--- src/rtl/label_ram_arbiter.sv ---
// Label RAM arbiter: video reads have absolute priority on the single-port RAM;
// writers are granted round-robin into a one-entry buffer that commits on video-idle cycles.
module label_ram_arbiter #(
  parameter int ADDR_W   = 8,
  parameter int DATA_W   = 8,
  parameter int NWR      = 2,
  parameter int MAX_WAIT = 1023
) (
  input  logic                  px_clk,
  input  logic                  rst_n,
  input  logic                  vid_req,
  input  logic [ADDR_W-1:0]     vid_addr,
  output logic                  vid_valid,
  output logic [DATA_W-1:0]     vid_data,
  input  logic [NWR-1:0]        wr_valid,
  input  logic [NWR*ADDR_W-1:0] wr_addr,
  input  logic [NWR*DATA_W-1:0] wr_data,
  output logic [NWR-1:0]        wr_ready,
  output logic [ADDR_W-1:0]     ram_addr,
  output logic                  ram_we,
  output logic [DATA_W-1:0]     ram_din,
  input  logic [DATA_W-1:0]     ram_dout,
  output logic [15:0]           commit_cnt,
  output logic                  stall_err
);

  localparam int PW = (NWR > 1) ? $clog2(NWR) : 1;
  localparam int WW = $clog2(MAX_WAIT + 1);

  logic [NWR-1:0][ADDR_W-1:0] wa;
  logic [NWR-1:0][DATA_W-1:0] wd;
  assign wa = wr_addr;
  assign wd = wr_data;

  logic              vid_valid_q, vid_valid_d;
  logic              pend_vld_q, pend_vld_d;
  logic [ADDR_W-1:0] pend_addr_q, pend_addr_d;
  logic [DATA_W-1:0] pend_data_q, pend_data_d;
  logic [PW-1:0]     rr_ptr_q, rr_ptr_d;
  logic [WW-1:0]     wait_cnt_q, wait_cnt_d;
  logic [15:0]       commit_cnt_q, commit_cnt_d;
  logic              stall_err_q, stall_err_d;

  logic          gnt_vld;
  logic [PW-1:0] gnt_idx;
  logic          commit;
  int            idx;

  // Round-robin search starting at rr_ptr; only offered while the buffer is empty.
  always_comb begin
    gnt_vld = 1'b0;
    gnt_idx = '0;
    idx     = 0;
    if (!pend_vld_q) begin
      for (int k = 0; k < NWR; k++) begin
        idx = (int'(rr_ptr_q) + k) % NWR;
        if (!gnt_vld && wr_valid[idx]) begin
          gnt_vld = 1'b1;
          gnt_idx = PW'(idx);
        end
      end
    end
  end

  assign wr_ready = gnt_vld ? (NWR'(1) << gnt_idx) : '0;
  assign commit   = pend_vld_q & ~vid_req;

  always_comb begin
    ram_addr = '0;
    ram_we   = 1'b0;
    ram_din  = '0;
    if (vid_req) begin
      ram_addr = vid_addr;
    end else if (pend_vld_q) begin
      ram_addr = pend_addr_q;
      ram_we   = 1'b1;
      ram_din  = pend_data_q;
    end
  end

  always_comb begin
    vid_valid_d  = vid_req;
    pend_vld_d   = pend_vld_q;
    pend_addr_d  = pend_addr_q;
    pend_data_d  = pend_data_q;
    rr_ptr_d     = rr_ptr_q;
    commit_cnt_d = commit_cnt_q;
    wait_cnt_d   = '0;
    if (commit) begin
      pend_vld_d   = 1'b0;
      commit_cnt_d = commit_cnt_q + 16'd1;
    end
    if (gnt_vld) begin
      pend_vld_d  = 1'b1;
      pend_addr_d = wa[gnt_idx];
      pend_data_d = wd[gnt_idx];
      rr_ptr_d    = PW'((int'(gnt_idx) + 1) % NWR);
    end
    // Only consecutive blocked cycles count; any non-blocked cycle restarts the run.
    if (pend_vld_q && vid_req)
      wait_cnt_d = (wait_cnt_q == WW'(MAX_WAIT)) ? wait_cnt_q : wait_cnt_q + WW'(1);
    stall_err_d = stall_err_q | (wait_cnt_d == WW'(MAX_WAIT));
  end

  always_ff @(posedge px_clk or negedge rst_n) begin
    if (!rst_n) begin
      vid_valid_q  <= 1'b0;
      pend_vld_q   <= 1'b0;
      pend_addr_q  <= '0;
      pend_data_q  <= '0;
      rr_ptr_q     <= '0;
      wait_cnt_q   <= '0;
      commit_cnt_q <= '0;
      stall_err_q  <= 1'b0;
    end else begin
      vid_valid_q  <= vid_valid_d;
      pend_vld_q   <= pend_vld_d;
      pend_addr_q  <= pend_addr_d;
      pend_data_q  <= pend_data_d;
      rr_ptr_q     <= rr_ptr_d;
      wait_cnt_q   <= wait_cnt_d;
      commit_cnt_q <= commit_cnt_d;
      stall_err_q  <= stall_err_d;
    end
  end

  assign vid_valid  = vid_valid_q;
  assign vid_data   = ram_dout;
  assign commit_cnt = commit_cnt_q;
  assign stall_err  = stall_err_q;

endmodule

--- config.mk ---
export PLATFORM = sky130hd
export DESIGN_NAME = label_ram_arbiter
export DESIGN_NICKNAME = d
export VERILOG_FILES = /design/src/rtl/label_ram_arbiter.sv
export SDC_FILE = /design/constraint.sdc
export NUM_CORES = 1
export LEC_CHECK = 0
export CAP_MARGIN = 15
export CORE_UTILIZATION = 30
export DETAILED_ROUTE_END_ITERATION = 8
export DONT_BUFFER_PORTS = 1
export GPL_TIMING_DRIVEN = 0
export MAX_ROUTING_LAYER = met4
export PLACE_DENSITY = 0.48
export SLEW_MARGIN = 30
export SYNTH_ARGS = -nofsm -noshare
export SYNTH_HDL_FRONTEND = slang
export SYNTH_SLANG_ARGS = --single-unit
--- constraint.sdc ---
create_clock -name px_clk -period 2.5 [get_ports px_clk]
set_input_delay 0.25 -clock px_clk [delete_from_list [all_inputs] [get_ports px_clk]]
set_output_delay 0.25 -clock px_clk [all_outputs]
set_load 0.01 [all_outputs]
==> results.toml, run 1 <==
[global_routing]
grt_start_max_net_pins = 47
track_usage = 0.136
grt_pass1_wl_um = 8650
grt_pass1_vias = 1780
overflow = 0
antenna_found_initial = 0

[worst_setup_path]
path_max_fanout = 10
slowest_delay_ns = 0.60
worst-setup-path-type = "register to output pin"
cp_cell_sequence = "a211oi_2, clkbuf_1"
crit_path_end_kind = "output pin"
start_kind = "register"
cp.required_ns = 2.25
cp.arrival_ns = 1.86
critPathSlowestCell = "a211oi_2"

[cts]
cts-root-buf = "clkbuf_8"
insertion_delay_ns = 0.30
cts_resized = 0
cts-buffers-inserted = 5
cts_sinks = 46
htreeDepth = 2
cts_tree = "yes"
cts_setup_buffers = 0
clk_pin_slew_ns = 0.09
hold_buffers = 3
clk_path_buf_depth = 2

[detailed_routing]
via_per_inst = 5.13
drt-total-wl_um = 5310
vias = 1833
first_pass_iters = 4
wl_per_cell_um = 14.9
drtAntennaViolNets = 0
drc = 0
drt_iter0_markers = 92

[finish]
antennaDiodeCount = 0
fin_cells = 357
drive_above_1_share = 0.0930
nets = 312
areaGrowthSynthToFinish_pct = 12.1

[timing]
finalClockSkew_ns = 0.00709
tightest_slew_ns = 0.713
timing.final.crit_share = 0.845
setup_violations = 0
finalHoldViolations = 0
drv_slew = 0
fin_crit_ns = 2.11
grt_setup_unrepaired = "no"
slew_headroom = 0.521
setup_tns_ns = 0
fmax_ghz = 0.473

[die]
core_area_um2 = 7410
die_x_um = 90.3
start_util = 0.316
die_y_um = 90.3
dieArea_um2 = 8150
fp-row-count = 31
io_pins = 98

[min_path]
hp-class = "input pin to register"

[synthesis]
avgSynthCellArea_um2 = 9.47
synth_edf_count = 0
synthCells = 247
yosys_warnings = 0
post_synth_instance_area_um2 = 2340
async_flop_share = 1.00
synth-main-ff-cell = "dfrtp_1"
syn-num-nets = 302
ys_seq_elements = 46
synth.distinct_cells = 43
yosysSeqAreaShare = 0.492

[placement]
place_inst = 346
gp_congestion = 0.767
dpl.hpwl_um = 3740
numPortBuffers = 0

[outcome]
status = "finished clean"

[flow_run]
cap_violations = 0

[power_and_ir_drop]
p_leak_nw = 1.15
peakVddDrop_mv = 0.317
p_per_area_nw_per_um2 = 801
cell usage after synthesis (3+ instances only):
master | instances | area, um2
a21oi_1 | 18 | 90.1
a22o_1 | 8 | 70.1
a31oi_1 | 4 | 25.0
and2_1 | 8 | 50.1
and3_1 | 4 | 25.0
buf_4 | 8 | 60.1
clkbuf_1 | 8 | 30.0
dfrtp_1 | 46 | 1150
inv_1 | 4 | 15.0
mux2i_1 | 3 | 30.0
nand2_1 | 28 | 105
nand3_1 | 7 | 35.0
nand4_1 | 3 | 18.8
nor2_1 | 30 | 113
o21ai_0 | 18 | 90.1
xnor2_1 | 13 | 114
xor2_1 | 3 | 26.3
report_power, final:
part,switching (mW),internal (mW),total (mW)
clock network,0.269,0.300,0.569
registers,0.167,0.914,1.08
logic,0.268,0.182,0.450
cell type report:
cell class / count / area [um2]
Clock inverter: 3 / 43.8
Timing Repair Buffer: 3 / 47.5
Buffer: 18 / 98.8
Tap cell: 99 / 124
Multi-Input combinational cell: 179 / 1070
Fill cell: 783 / 4790
Sequential cell: 46 / 1150
Clock buffer: 5 / 68.8
Inverter: 4 / 15.0
routing by layer:
layer / vias to the layer above / share of wire / global-route usage
met5: - / 0 / -
met4: 0 / 0.012 / 0.0470
met3: 6 / 0.068 / 0.0379
met2: 92 / 0.45 / 0.205
met1: 867 / 0.47 / 0.176
li1: 868 / - / -
cell families after synthesis:
family / after synthesis / share of synthesized area
simple gates: 95 / 0.198
compound gates: 61 / 0.166
flops: 46 / 0.492
buf+inv: 22 / 0.0487
xor+xnor: 17 / 0.0669
mux: 4 / 0.0177
fa+ha+maj: 2 / 0.0107
final timing paths:
kind / startpoint / endpoint / slack, ns / cells after the start
setup / recovery: pend_vld_q$_DFFE_PN0P_ / wr_ready[0] / 0.39 / 2
hold / removal: wr_addr[1] / pend_addr_q[1]$_DFFE_PN0P_ / 0.13 / 2
setup reg to reg: wait_cnt_q[0]$_DFF_PN0_ / stall_err$_DFF_PN0_ / 0.44 / 6
hold reg to reg: pend_data_q[3]$_DFFE_PN0P_ / pend_data_q[3]$_DFFE_PN0P_ / 0.48 / 2
max in group asynchronous: rst_n / wait_cnt_q[7]$_DFF_PN0_ / 1.83 / 2
min in group asynchronous: rst_n / pend_addr_q[2]$_DFFE_PN0P_ / 0.43 / 2
registers in the layout, indices dropped and copies added, names as in the netlist:
| signal | count |
|---|---|
| pend_data_q | 8 |
| commit_cnt | 16 |
| vid_valid | 1 |
| wait_cnt_q | 10 |
| pend_vld_q | 1 |
| stall_err | 1 |
| pend_addr_q | 8 |
| rr_ptr_q | 1 |
layout by cell type, fill, tap and decap left out, types with 2 or more instances in the layout:
cell and n:
nor2_1 30, nand4_1 3, nand3_1 7, inv_1 4, buf_4 8, o21ai_0 18
xor2_1 3, a22o_1 8, nand2b_1 2, and2_1 8, nand2_1 28, xnor2_1 13
a21oi_1 18, mux2i_1 3, ha_1 2, a211oi_1 2, dfrtp_1 46, nor3_1 2
or2b_1 2, clkbuf_8 5, a41o_1 2, and4_1 2, a31oi_1 4, dlygate4sd3_1 2
o211a_1 2, clkbuf_1 8, and3_1 4
metrics by stage:
stage / setup WS [ns] / total power, mW / instance area (um2) / hold WS [ns] / util
floorplan: 0.802 / 1.41 / 2340 / -0.0456 / -
global placement: 0.494 / 1.52 / 2460 / -0.0442 / 0.332
detailed placement: 0.508 / 1.53 / 2460 / -0.0444 / 0.332
CTS: 0.384 / 2.13 / 2620 / 0.124 / 0.354
global route: 0.266 / 2.24 / 2620 / 0.133 / 0.354
finish: 0.388 / 2.10 / 2620 / 0.132 / 0.354
worst max-delay path: cells and delay by family (launching register included):
kind            cells  cell delay, ns
compound gates      1            0.60
buf+inv             1            0.51
flops               1            0.46
Note: power is estimated with default switching activity, not from simulation.
==> run 2: changes to the inputs <==
Settings changed: PLACE_DENSITY 0.48 to 0.49.
Clock period 2.5 ns to 1.9 ns, I/O delays scaled along.
==> run 2 against run 1 <==
Sequential power is 32% higher. Design area up 1.3%. Cell count shrank 0.28%. Largest power group unchanged. Non-clock buffer count shrank 1. Highest routed layer unchanged. Clock power increased by 28%. Combinational power grew 34%. Critical path depth grew 2. Die area unchanged.
==> results.toml, run 2 (synthesis gave the netlist of run 1 again) <==
[outcome]
status = "finished clean"

[finish]
multi_input_area_um2 = 1100
antennaDiodeCount = 0
largest_register_ffs = 16
nets = 311
drive_above_1_share = 0.121
fin_util = 0.359
layout_common_cells = "45 x dfrtp_1, 28 x nand2_1, 28 x nor2_1, 18 x a21oi_1, 18 x o21ai_0"
fin_cells = 356
final_common_cell = "dfrtp_1"
fillCellCount = 758
areaGrowthSynthToFinish_pct = 13.6
regArea_um2 = 1150
finalInstanceArea_um2 = 2660

[timing]
tightest_slew_ns = 0.627
finalClockSkew_ns = 0.0123
setup_tns_ns = 0
hold_slack_ns = 0.0655
drv_slew = 0
setup_violations = 0
fmax_ghz = 0.556
finalHoldViolations = 0
timing.final.crit_share = 0.946
slew_headroom = 0.579
fin_crit_ns = 1.80
grt_setup_unrepaired = "yes"
setup_ws_ns = 0.103

[global_routing]
track_usage = 0.142
grt_pass1_vias = 1833
grt_pass1_wl_um = 9060
overflow = 0
antenna_found_initial = 0
grt_start_max_net_pins = 47

[detailed_routing]
vias = 1842
drtAntennaViolNets = 0
met2WireLength_um = 2420
routed-wl-met3_um = 464
via_per_inst = 5.17
drc = 0
wl_met1_um = 2420
first_pass_iters = 4
wl_per_cell_um = 15.1
routed.top_layer = "met4"
drt_iter0_markers = 91
drt-total-wl_um = 5370

[worst_setup_path]
critPathSlowestCell = "or4_4"
cp_cell_sequence = "nor2b_1, nand4_1, or4_4, xnor2_2"
worst-setup-path-type = "register to register"
cp_num_buf_inv = 0
slowest_delay_ns = 0.50
crit_family = "simple AND/OR/NAND/NOR gates"
cp.required_ns = 2.08
start_kind = "register"
crit_path_end_kind = "register"
path_max_fanout = 6
cp.arrival_ns = 1.98

[power_and_ir_drop]
switching_share = 0.331
p_leak_nw = 1.15
comb_power_share = 0.218
power.switching_uw = 916
p_seq_frac = 0.518
p_per_area_nw_per_um2 = 1040
clock_power_share = 0.264
peakVddDrop_mv = 0.482
internal-power_mw = 1.85
total_power_mw = 2.76

[placement]
place_ws_ns = -0.0766
numPortBuffers = 0
dpl.hpwl_um = 3810
gp_congestion = 0.756
placedInstanceArea_um2 = 2460
place_inst = 346

[die]
die_x_um = 90.3
core_area_um2 = 7410
fp-row-count = 31
die_y_um = 90.3
dieArea_um2 = 8150
start_util = 0.316
io_pins = 98

[cts]
insertion_delay_ns = 0.30
cts-root-buf = "clkbuf_8"
clk_path_buf_depth = 2
htreeDepth = 2
cts-buffers-inserted = 5
cts_sinks = 46
clk_pin_slew_ns = 0.09
cts_tree = "yes"

[flow_run]
cap_violations = 0

[min_path]
hp-class = "input pin to register"
run 2: final cells by class:
class                           instances  area share
Sequential cell                        46       0.434
Inverter                                4     0.00565
Buffer                                 17      0.0395
Tap cell                               99      0.0466
Clock buffer                            6      0.0273
Timing Repair Buffer                    3      0.0179
Multi-Input combinational cell        179       0.415
Clock inverter                          2      0.0141
run 2: repair_timing:
action | 4_1_cts | 5_1_grt
setup endpoints to repair | 19 | 19
buffers inserted | 0 | 0
endpoints found under the hold margin | 47 | 0
cloned | 0 | 0
hold buffers | 3 | 0
gates resized for setup | 6 | 9
run 2: final timing paths:
check / startpoint / to / slack [ns] / depth (start not counted)
max in group asynchronous: rst_n / wait_cnt_q[6]$_DFF_PN0_ / 1.28 / 2
worst min-delay path: wr_addr[6] / pend_addr_q[6]$_DFFE_PN0P_ / 0.07 / 2
worst min register to register: pend_data_q[4]$_DFFE_PN0P_ / pend_data_q[4]$_DFFE_PN0P_ / 0.48 / 2
min in group asynchronous: rst_n / pend_addr_q[6]$_DFFE_PN0P_ / 0.39 / 2
worst max-delay path: pend_vld_q$_DFFE_PN0P_ / commit_cnt[15]$_DFFE_PN0P_ / 0.10 / 4
worst max register to register: pend_vld_q$_DFFE_PN0P_ / commit_cnt[15]$_DFFE_PN0P_ / 0.10 / 4
run 2: power groups by stage:
stage	clock, mW	sequential (mW)	combinational, mW
finish	0.729	1.43	0.604
global route	0.795	1.47	0.700
CTS	0.765	1.44	0.606
detailed placement	0	1.44	0.570
global placement	0	1.44	0.560
floorplan	0	1.38	0.466
run 2: metal layers:
metal / global-route usage / vias to the layer above
li1: - / 867
met1: 0.177 / 874
met2: 0.222 / 93
met3: 0.0438 / 8
met4: 0.0444 / 0
met5: - / -
